`src/rtl/lstm_axi_pkg.sv`:
```
// Shared types and constants for the LSTM stream feeder and the LSTM wrapper's
// register decoder: sequencer states, AXI response codes, default address map.
package lstm_axi_pkg;

  typedef enum logic [3:0] {
    S_IDLE    = 4'd0,
    S_WR      = 4'd1,
    S_WR_B    = 4'd2,
    S_START   = 4'd3,
    S_START_B = 4'd4,
    S_POLL_AR = 4'd5,
    S_POLL_R  = 4'd6,
    S_RD_AR   = 4'd7,
    S_RD_R    = 4'd8,
    S_OUT     = 4'd9
  } state_e;

  localparam logic [1:0] RESP_OKAY   = 2'b00;
  localparam logic [1:0] RESP_SLVERR = 2'b10;

  localparam logic [31:0] DEF_IN_BASE     = 32'h0000_0000;
  localparam logic [31:0] DEF_CTRL_ADDR   = 32'h0000_1000;
  localparam logic [31:0] DEF_STATUS_ADDR = 32'h0000_1004;
  localparam logic [31:0] DEF_OUT_BASE    = 32'h0000_2000;

  // Byte address of 32-bit word idx in a window starting at base.
  function automatic logic [31:0] word_addr(input logic [31:0] base, input logic [31:0] idx);
    return base + {idx[29:0], 2'b00};
  endfunction

endpackage

```
`src/rtl/axi4_lite_master_if.sv`:
```
// Single-transaction AXI4-Lite master engine: one write (AW+W then B) or one read
// (AR then R) per request pulse, with address-phase and completion strobes.
module axi4_lite_master_if (
  input  logic        clk,
  input  logic        rst,
  input  logic        i_wr_req,
  input  logic        i_rd_req,
  input  logic [31:0] i_addr,
  input  logic [31:0] i_wdata,
  output logic        o_addr_done,
  output logic        o_done,
  output logic [1:0]  o_resp,
  output logic [31:0] o_rdata,
  output logic [31:0] o_awaddr,
  output logic [2:0]  o_awprot,
  output logic        o_awvalid,
  input  logic        i_awready,
  output logic [31:0] o_wdata,
  output logic [3:0]  o_wstrb,
  output logic        o_wvalid,
  input  logic        i_wready,
  input  logic [1:0]  i_bresp,
  input  logic        i_bvalid,
  output logic        o_bready,
  output logic [31:0] o_araddr,
  output logic [2:0]  o_arprot,
  output logic        o_arvalid,
  input  logic        i_arready,
  input  logic [31:0] i_rdata,
  input  logic [1:0]  i_rresp,
  input  logic        i_rvalid,
  output logic        o_rready
);

  logic        r_awvalid, r_wvalid, r_bready, r_arvalid, r_rready, r_wr_act;
  logic [31:0] r_awaddr, r_wdata, r_araddr;
  logic        w_wr_addr_done, w_rd_addr_done, w_b_done, w_r_done;

  // AW and W may complete in different cycles; a dropped valid marks its channel as done.
  assign w_wr_addr_done = r_wr_act & (~r_awvalid | i_awready) & (~r_wvalid | i_wready);
  assign w_rd_addr_done = r_arvalid & i_arready;
  assign w_b_done       = r_bready & i_bvalid;
  assign w_r_done       = r_rready & i_rvalid;

  assign o_addr_done = w_wr_addr_done | w_rd_addr_done;
  assign o_done      = w_b_done | w_r_done;
  assign o_resp      = w_r_done ? i_rresp : i_bresp;
  assign o_rdata     = i_rdata;

  assign o_awaddr  = r_awaddr;
  assign o_awprot  = 3'b000;
  assign o_awvalid = r_awvalid;
  assign o_wdata   = r_wdata;
  assign o_wstrb   = 4'hF;
  assign o_wvalid  = r_wvalid;
  assign o_bready  = r_bready;
  assign o_araddr  = r_araddr;
  assign o_arprot  = 3'b000;
  assign o_arvalid = r_arvalid;
  assign o_rready  = r_rready;

  // Channel valid/ready registers and the address/data held stable while valid.
  always_ff @(posedge clk or posedge rst) begin
    if (rst) begin
      r_awvalid <= 1'b0;
      r_wvalid  <= 1'b0;
      r_bready  <= 1'b0;
      r_arvalid <= 1'b0;
      r_rready  <= 1'b0;
      r_wr_act  <= 1'b0;
      r_awaddr  <= 32'h0;
      r_wdata   <= 32'h0;
      r_araddr  <= 32'h0;
    end else begin
      if (i_wr_req) begin
        r_awvalid <= 1'b1;
        r_wvalid  <= 1'b1;
        r_wr_act  <= 1'b1;
        r_awaddr  <= i_addr;
        r_wdata   <= i_wdata;
      end else begin
        if (r_awvalid && i_awready) r_awvalid <= 1'b0;
        if (r_wvalid && i_wready)   r_wvalid  <= 1'b0;
        if (w_wr_addr_done)         r_wr_act  <= 1'b0;
      end
      if (w_wr_addr_done)  r_bready <= 1'b1;
      else if (w_b_done)   r_bready <= 1'b0;
      if (i_rd_req) begin
        r_arvalid <= 1'b1;
        r_araddr  <= i_addr;
      end else if (w_rd_addr_done) begin
        r_arvalid <= 1'b0;
      end
      if (w_rd_addr_done)  r_rready <= 1'b1;
      else if (w_r_done)   r_rready <= 1'b0;
    end
  end

endmodule

```
`src/rtl/lstm_stream_feeder.sv`:
```
// Streams an input vector into the LSTM input window over AXI4-Lite, starts the
// inference, polls for done and streams the result window back out.
module lstm_stream_feeder
  import lstm_axi_pkg::*;
#(
  parameter int          WIDTH       = 32,
  parameter int          DEPTH       = 512,
  parameter int          OUT_WORDS   = 16,
  parameter logic [31:0] IN_BASE     = DEF_IN_BASE,
  parameter logic [31:0] CTRL_ADDR   = DEF_CTRL_ADDR,
  parameter logic [31:0] STATUS_ADDR = DEF_STATUS_ADDR,
  parameter logic [31:0] OUT_BASE    = DEF_OUT_BASE
) (
  input  logic             clk,
  input  logic             rst,
  input  logic [WIDTH-1:0] s_axis_tdata,
  input  logic             s_axis_tvalid,
  input  logic             s_axis_tlast,
  output logic             s_axis_tready,
  output logic [WIDTH-1:0] m_axis_tdata,
  output logic             m_axis_tvalid,
  output logic             m_axis_tlast,
  input  logic             m_axis_tready,
  output logic [31:0]      awaddr,
  output logic [2:0]       awprot,
  output logic             awvalid,
  input  logic             awready,
  output logic [31:0]      wdata,
  output logic [3:0]       wstrb,
  output logic             wvalid,
  input  logic             wready,
  input  logic [1:0]       bresp,
  input  logic             bvalid,
  output logic             bready,
  output logic [31:0]      araddr,
  output logic [2:0]       arprot,
  output logic             arvalid,
  input  logic             arready,
  input  logic [31:0]      rdata,
  input  logic [1:0]       rresp,
  input  logic             rvalid,
  output logic             rready,
  output logic             busy,
  output logic             err
);

  localparam int             IW       = $clog2(DEPTH);
  localparam logic [IW-1:0]  IDX_MAX  = IW'(DEPTH - 1);
  localparam logic [IW-1:0]  OUT_LAST = IW'(OUT_WORDS - 1);

  state_e           r_state, w_next;
  logic [IW-1:0]    r_idx, r_ocnt;
  logic             r_last, r_err, r_busy, r_s_tready, r_m_tvalid, r_m_tlast;
  logic [WIDTH-1:0] r_m_tdata;
  logic             w_wr_req, w_rd_req, w_addr_done, w_done, w_accept, w_out_hs;
  logic [31:0]      w_req_addr, w_req_data, w_rdata;
  logic [1:0]       w_resp;

  assign w_accept = r_s_tready & s_axis_tvalid;
  assign w_out_hs = r_m_tvalid & m_axis_tready;

  assign s_axis_tready = r_s_tready;
  assign m_axis_tdata  = r_m_tdata;
  assign m_axis_tvalid = r_m_tvalid;
  assign m_axis_tlast  = r_m_tlast;
  assign busy          = r_busy;
  assign err           = r_err;

  axi4_lite_master_if u_axi (
    .clk(clk), .rst(rst),
    .i_wr_req(w_wr_req), .i_rd_req(w_rd_req), .i_addr(w_req_addr), .i_wdata(w_req_data),
    .o_addr_done(w_addr_done), .o_done(w_done), .o_resp(w_resp), .o_rdata(w_rdata),
    .o_awaddr(awaddr), .o_awprot(awprot), .o_awvalid(awvalid), .i_awready(awready),
    .o_wdata(wdata), .o_wstrb(wstrb), .o_wvalid(wvalid), .i_wready(wready),
    .i_bresp(bresp), .i_bvalid(bvalid), .o_bready(bready),
    .o_araddr(araddr), .o_arprot(arprot), .o_arvalid(arvalid), .i_arready(arready),
    .i_rdata(rdata), .i_rresp(rresp), .i_rvalid(rvalid), .o_rready(rready)
  );

  // Sequencer next state; requests are issued on the transition into each request state.
  always_comb begin
    w_next     = r_state;
    w_wr_req   = 1'b0;
    w_rd_req   = 1'b0;
    w_req_addr = word_addr(IN_BASE, 32'(r_idx));
    w_req_data = s_axis_tdata;
    case (r_state)
      S_IDLE: begin
        if (w_accept) begin
          w_next   = S_WR;
          w_wr_req = 1'b1;
        end else begin
          w_next = S_IDLE;
        end
      end
      S_WR:      if (w_addr_done) w_next = S_WR_B;    else w_next = S_WR;
      S_WR_B: begin
        if (w_done && r_last) begin
          w_next     = S_START;
          w_wr_req   = 1'b1;
          w_req_addr = CTRL_ADDR;
          w_req_data = 32'h0000_0001;
        end else if (w_done) begin
          w_next = S_IDLE;
        end else begin
          w_next = S_WR_B;
        end
      end
      S_START:   if (w_addr_done) w_next = S_START_B; else w_next = S_START;
      S_START_B: begin
        if (w_done) begin
          w_next     = S_POLL_AR;
          w_rd_req   = 1'b1;
          w_req_addr = STATUS_ADDR;
        end else begin
          w_next = S_START_B;
        end
      end
      S_POLL_AR: if (w_addr_done) w_next = S_POLL_R;  else w_next = S_POLL_AR;
      S_POLL_R: begin
        if (w_done && w_rdata[0]) begin
          w_next     = S_RD_AR;
          w_rd_req   = 1'b1;
          w_req_addr = OUT_BASE;
        end else if (w_done) begin
          w_next     = S_POLL_AR;
          w_rd_req   = 1'b1;
          w_req_addr = STATUS_ADDR;
        end else begin
          w_next = S_POLL_R;
        end
      end
      S_RD_AR:   if (w_addr_done) w_next = S_RD_R;    else w_next = S_RD_AR;
      S_RD_R:    if (w_done)      w_next = S_OUT;     else w_next = S_RD_R;
      S_OUT: begin
        if (w_out_hs && r_m_tlast) begin
          w_next = S_IDLE;
        end else if (w_out_hs) begin
          w_next     = S_RD_AR;
          w_rd_req   = 1'b1;
          w_req_addr = word_addr(OUT_BASE, 32'(r_ocnt + IW'(1)));
        end else begin
          w_next = S_OUT;
        end
      end
      default:   w_next = S_IDLE;
    endcase
  end

  // State register, counters, sticky error and registered stream outputs.
  always_ff @(posedge clk or posedge rst) begin
    if (rst) begin
      r_state    <= S_IDLE;
      r_idx      <= '0;
      r_ocnt     <= '0;
      r_last     <= 1'b0;
      r_err      <= 1'b0;
      r_busy     <= 1'b0;
      r_s_tready <= 1'b0;
      r_m_tvalid <= 1'b0;
      r_m_tlast  <= 1'b0;
      r_m_tdata  <= '0;
    end else begin
      r_state    <= w_next;
      r_s_tready <= (w_next == S_IDLE);
      r_busy     <= (w_next != S_IDLE);
      r_m_tvalid <= (w_next == S_OUT);
      r_m_tlast  <= (w_next == S_OUT) && (r_ocnt == OUT_LAST);
      if (w_accept) begin
        r_last <= s_axis_tlast;
        if (r_idx == IDX_MAX && !s_axis_tlast) r_err <= 1'b1;
      end
      if (w_done && w_resp != RESP_OKAY) r_err <= 1'b1;
      // Index saturates at the last slot; overflow words keep overwriting it.
      if (r_state == S_WR_B && w_done) begin
        if (r_last)                r_idx <= '0;
        else if (r_idx != IDX_MAX) r_idx <= r_idx + IW'(1);
      end
      if (r_state == S_POLL_R && w_done && w_rdata[0])     r_ocnt <= '0;
      if (r_state == S_OUT && w_out_hs && !r_m_tlast)      r_ocnt <= r_ocnt + IW'(1);
      if (r_state == S_RD_R && w_done)                     r_m_tdata <= w_rdata;
    end
  end

endmodule

```
`config.mk`:
```
export PLATFORM = sky130hd
export DESIGN_NAME = lstm_stream_feeder
export DESIGN_NICKNAME = d
export VERILOG_FILES = /design/src/rtl/lstm_axi_pkg.sv /design/src/rtl/axi4_lite_master_if.sv /design/src/rtl/lstm_stream_feeder.sv
export SDC_FILE = /design/constraint.sdc
export NUM_CORES = 1
export LEC_CHECK = 0
export BUFFER_PORTS_ARGS = -buffer_cell sky130_fd_sc_hd__buf_4
export CAP_MARGIN = 5
export CORE_MARGIN = 4
export CORE_UTILIZATION = 45
export DETAILED_ROUTE_END_ITERATION = 10
export HOLD_SLACK_MARGIN = 0.02
export PLACE_DENSITY_LB_ADDON = 0.1
export SYNTH_ARGS = -nofsm -noshare
export SYNTH_HDL_FRONTEND = slang
export SYNTH_HIERARCHICAL = 1
export SYNTH_SLANG_ARGS = --single-unit
```
`constraint.sdc`:
```
create_clock -name clk -period 4.4 [get_ports clk]
set_input_delay 0.88 -clock clk [delete_from_list [all_inputs] [get_ports clk]]
set_output_delay 0.88 -clock clk [all_outputs]
set_load 0.01 [all_outputs]
```
==> impl_metrics.csv <==
group,metric,value,unit
yosys,yosysSeqAreaShare,55.2,%
clocking,cts-htree-levels,4,
floorplanning,dieWidth,136,um
critical_path,max_stage_delay,750,ps
critical_path,worst_ep_required_time,4690,ps
placed_design,gp_congestion,0.783,
critical_path,critPathKind,"input pin to register",
clocking,postCtsSetupRepairBufs,0,
global_route,antenna_found_initial,0,
sta,finalSetupViolCount,0,
yosys,synth_top_area_cell,"dfrtp_1",
yosys,synth_edf_count,0,
floorplanning,fp-row-count,46,
hold_path,timing.hold.worst.class,"register to register",
sta,max_clock_freq,355,MHz
routing,drc,0,
sta,fin_crit,2820,ps
routing,viasPerCell,4.84,
clocking,clockBufferDepth,2,
clocking,post_cts_resize_count,0,
finish,antenna_cells,0,
sta,finalHoldViolations,0,
sta,finalCritPeriodShare,64.1,%
global_route,grt_usage,18.1,%
sta,rsz0062_at_grt,"false",
yosys,avgSynthCellArea,12.9,um^2
critical_path,reg2reg_from,"r_state[3]$_DFF_PP0_",
power,peakVddDrop,0.000278,V
floorplanning,dieArea,18400,um^2
critical_path,crit_path_max_fanout,33,
routing,num_vias,4883,
hold_path,hold_end,"u_axi/r_wr_act$_DFFE_PP0P_",
floorplanning,io_pins,226,
sta,skew,10.6,ps
placed_design,portBuffers,215,
power,p_per_area,470,nW/um^2
yosys,synthTopCellsByCount,"dfrtp_1, mux2_2, buf_4, and2_1, nand2_1",
placed_design,placed_cells,980,
global_route,grt_max_degree,41,
yosys,netlist_area,7340,um^2
routing,drt_iter0_drc,257,
routing,drtPass1Iterations,4,
finish,nFillCells,1375,
critical_path,cpMostUsedCell,"nand2_1",
clocking,path_clk_slew,60,ps
yosys,synth_most_common_cell,"dfrtp_1",
sta,tightest_slew,862,ps
yosys,synthCells,569,
clocking,cts_inserted_buffers,17,
critical_path,cp-end-kind,"register",
hold_path,min_delay_path_depth,1,
sta,max_slew_margin,42.5,%
global_route,grt_pass1_vias,5177,
status,status,"finished, final reports clean",
clocking,clk-insertion-delay-late,410,ps
yosys,async_flop_share,100,%
critical_path,cp.arrival,3110,ps
critical_path,rrSetupSlack,1720,ps
global_route,grt_remaining_overflow,0,
floorplanning,start_util,46.0,%
global_route,grt_pass1_wl,26.4,mm
finish,nets,864,
finish,finalNonFillerCells,1009,
finish,ff_latch_area,4050,um^2
clocking,cts_root_buf,"clkbuf_16",
routing,wirelength,16.2,mm
clocking,holdBufCountCts,0,
hold_path,hp-start,"u_axi/r_wr_act$_DFFE_PP0P_",
routing,antenna_left,0,
critical_path,reg2reg_depth,4,
finish,finalInstanceArea,9540,um^2
clocking,cts.sinks,162,
critical_path,timing.rr.end,"u_axi/o_araddr[22]$_DFFE_PP0P_",
power,total_leakage_power,4.99,nW
power,finalPower,4.48,mW
finish,multi_input_area,2930,um^2
clocking,cts_tree,"done",
finish,synthToLayoutAreaGrowth,29.9,%
yosys,yosysWarnings,6,
sta,slew_viol_final,0,
finish,drive_above_1_share,47.8,%
yosys,yosys_register_bits,162,
sta,setup_tns,0,ps
floorplanning,fp.dieH,136,um
placed_design,dpl.hpwl,12.0,mm
critical_path,start_kind,"input pin",
yosys,synth_cell_types,51,
placed_design,placed_area,8980,um^2
flow_run,drv_cap,0,
yosys,yosysTopAreaCellShare,55.2,%
yosys,synth_top_flop_cell,"dfrtp_1",
yosys,synth_area_leaders,"dfrtp_1, mux2_2, buf_4",
critical_path,path_cells,"buf_4 > nand2_1 > nand2_1 > nor4bb_1 > or2_2 > mux2_2",
critical_path,critPathSlowestCell,"or2_2",
floorplanning,coreArea,15900,um^2
routing,routedWlPerCell,16.1,um
[worst max-delay path, delay by kind of cell]
family | cells | cell delay [ps]
buffers and inverters | 1 | 80
AND/OR/NAND/NOR | 4 | 1710
multiplexers | 1 | 420
[power by group]
part           leakage [nW]  switching [mW]  internal, mW
sequential             2.20           0.202          1.78
combinational          2.52           0.452         0.658
clock                 0.267           0.543         0.844
total                  4.99            1.20          3.28
[through the flow]
stage | hold WS, ps | util [%] | worst slack, ps
6_report | 504 | 59.8 | 1580
5_1_grt | 517 | 59.8 | 1480
4_1_cts | 502 | 59.8 | 1580
3_5_place_dp | 476 | 56.3 | 1140
3_3_place_gp | 459 | 56.3 | 1240
2_1_floorplan | 449 | - | 845
[worst max-delay path by stage]
| stage | to | cells past startpoint | slack [ps] | from |
|---|---|---|---|---|
| final | u_axi/o_araddr[22]$_DFFE_PP0P_ | 6 | 1580 | rvalid |
| after global routing | u_axi/o_araddr[22]$_DFFE_PP0P_ | 6 | 1480 | rvalid |
| after CTS | u_axi/o_araddr[22]$_DFFE_PP0P_ | 6 | 1580 | rvalid |
| after detailed placement | u_axi/o_araddr[0]$_DFFE_PP0P_ | 6 | 1140 | rvalid |
| after global placement | u_axi/o_araddr[0]$_DFFE_PP0P_ | 6 | 1240 | rvalid |
| after floorplan | u_axi/o_araddr[0]$_DFFE_PP0P_ | 1 | 840 | rst |
[state kept, by name, summed over array words and instances, names as in the netlist, 4 cells and up]
| name | cells |
|---|---|
| m_axis_tdata | 32 |
| r_idx | 9 |
| r_ocnt | 9 |
| r_state | 4 |
| u_axi/o_araddr | 32 |
| u_axi/o_awaddr | 32 |
| u_axi/o_wdata | 32 |
[area by class of cell]
type	count	area share, %
sequential	162	42.5
multi-input combinational	368	30.8
timing repair buffer	221	17.5
clock buffer	25	5.30
tap	216	2.83
inverter	13	0.538
clock inverter	4	0.525
[cells by family (layout without fill, tap and decap cells)]
kind of cell | Yosys count | in the layout | share of synthesized area (%)
flip-flops | 162 | 162 | 55.2
multiplexers | 132 | 132 | 21.3
AND/OR/NAND/NOR | 125 | 125 | 10.0
buffers and inverters | 86 | 263 | 7.31
AO/OA/AOI/OAI | 47 | 47 | 4.23
XOR/XNOR | 11 | 11 | 1.31
adder cells (fa/ha/maj) | 3 | 3 | 0.511
other | 3 | 50 | 0.153
[per-layer routing]
metal	up-vias	track usage, %	wire (um)
met4	0	5.38	194
li1	2307	-	-
met5	-	0	0
met1	2403	22.9	6620
met3	15	6.39	1290
met2	158	29.5	8110
[layout by cell type, fill, tap and decap left out, types with 3 or more instances in the layout]
master,count
buf_4,220
dfrtp_1,162
mux2_2,104
conb_1,50
and2_1,34
nand2_1,23
mux2_4,20
clkbuf_16,17
o21ai_0,13
nand3_1,12
nor2_1,11
inv_1,11
nand2b_1,9
a21oi_1,9
nand4_1,8
a22o_1,7
mux2_1,7
xnor2_1,6
a21o_1,5
and3_1,5
xor2_1,5
clkbuf_8,5
or3_1,4
a31oi_1,3
ha_1,3
clkbuf_1,3
(Power assumes the default switching activity.)
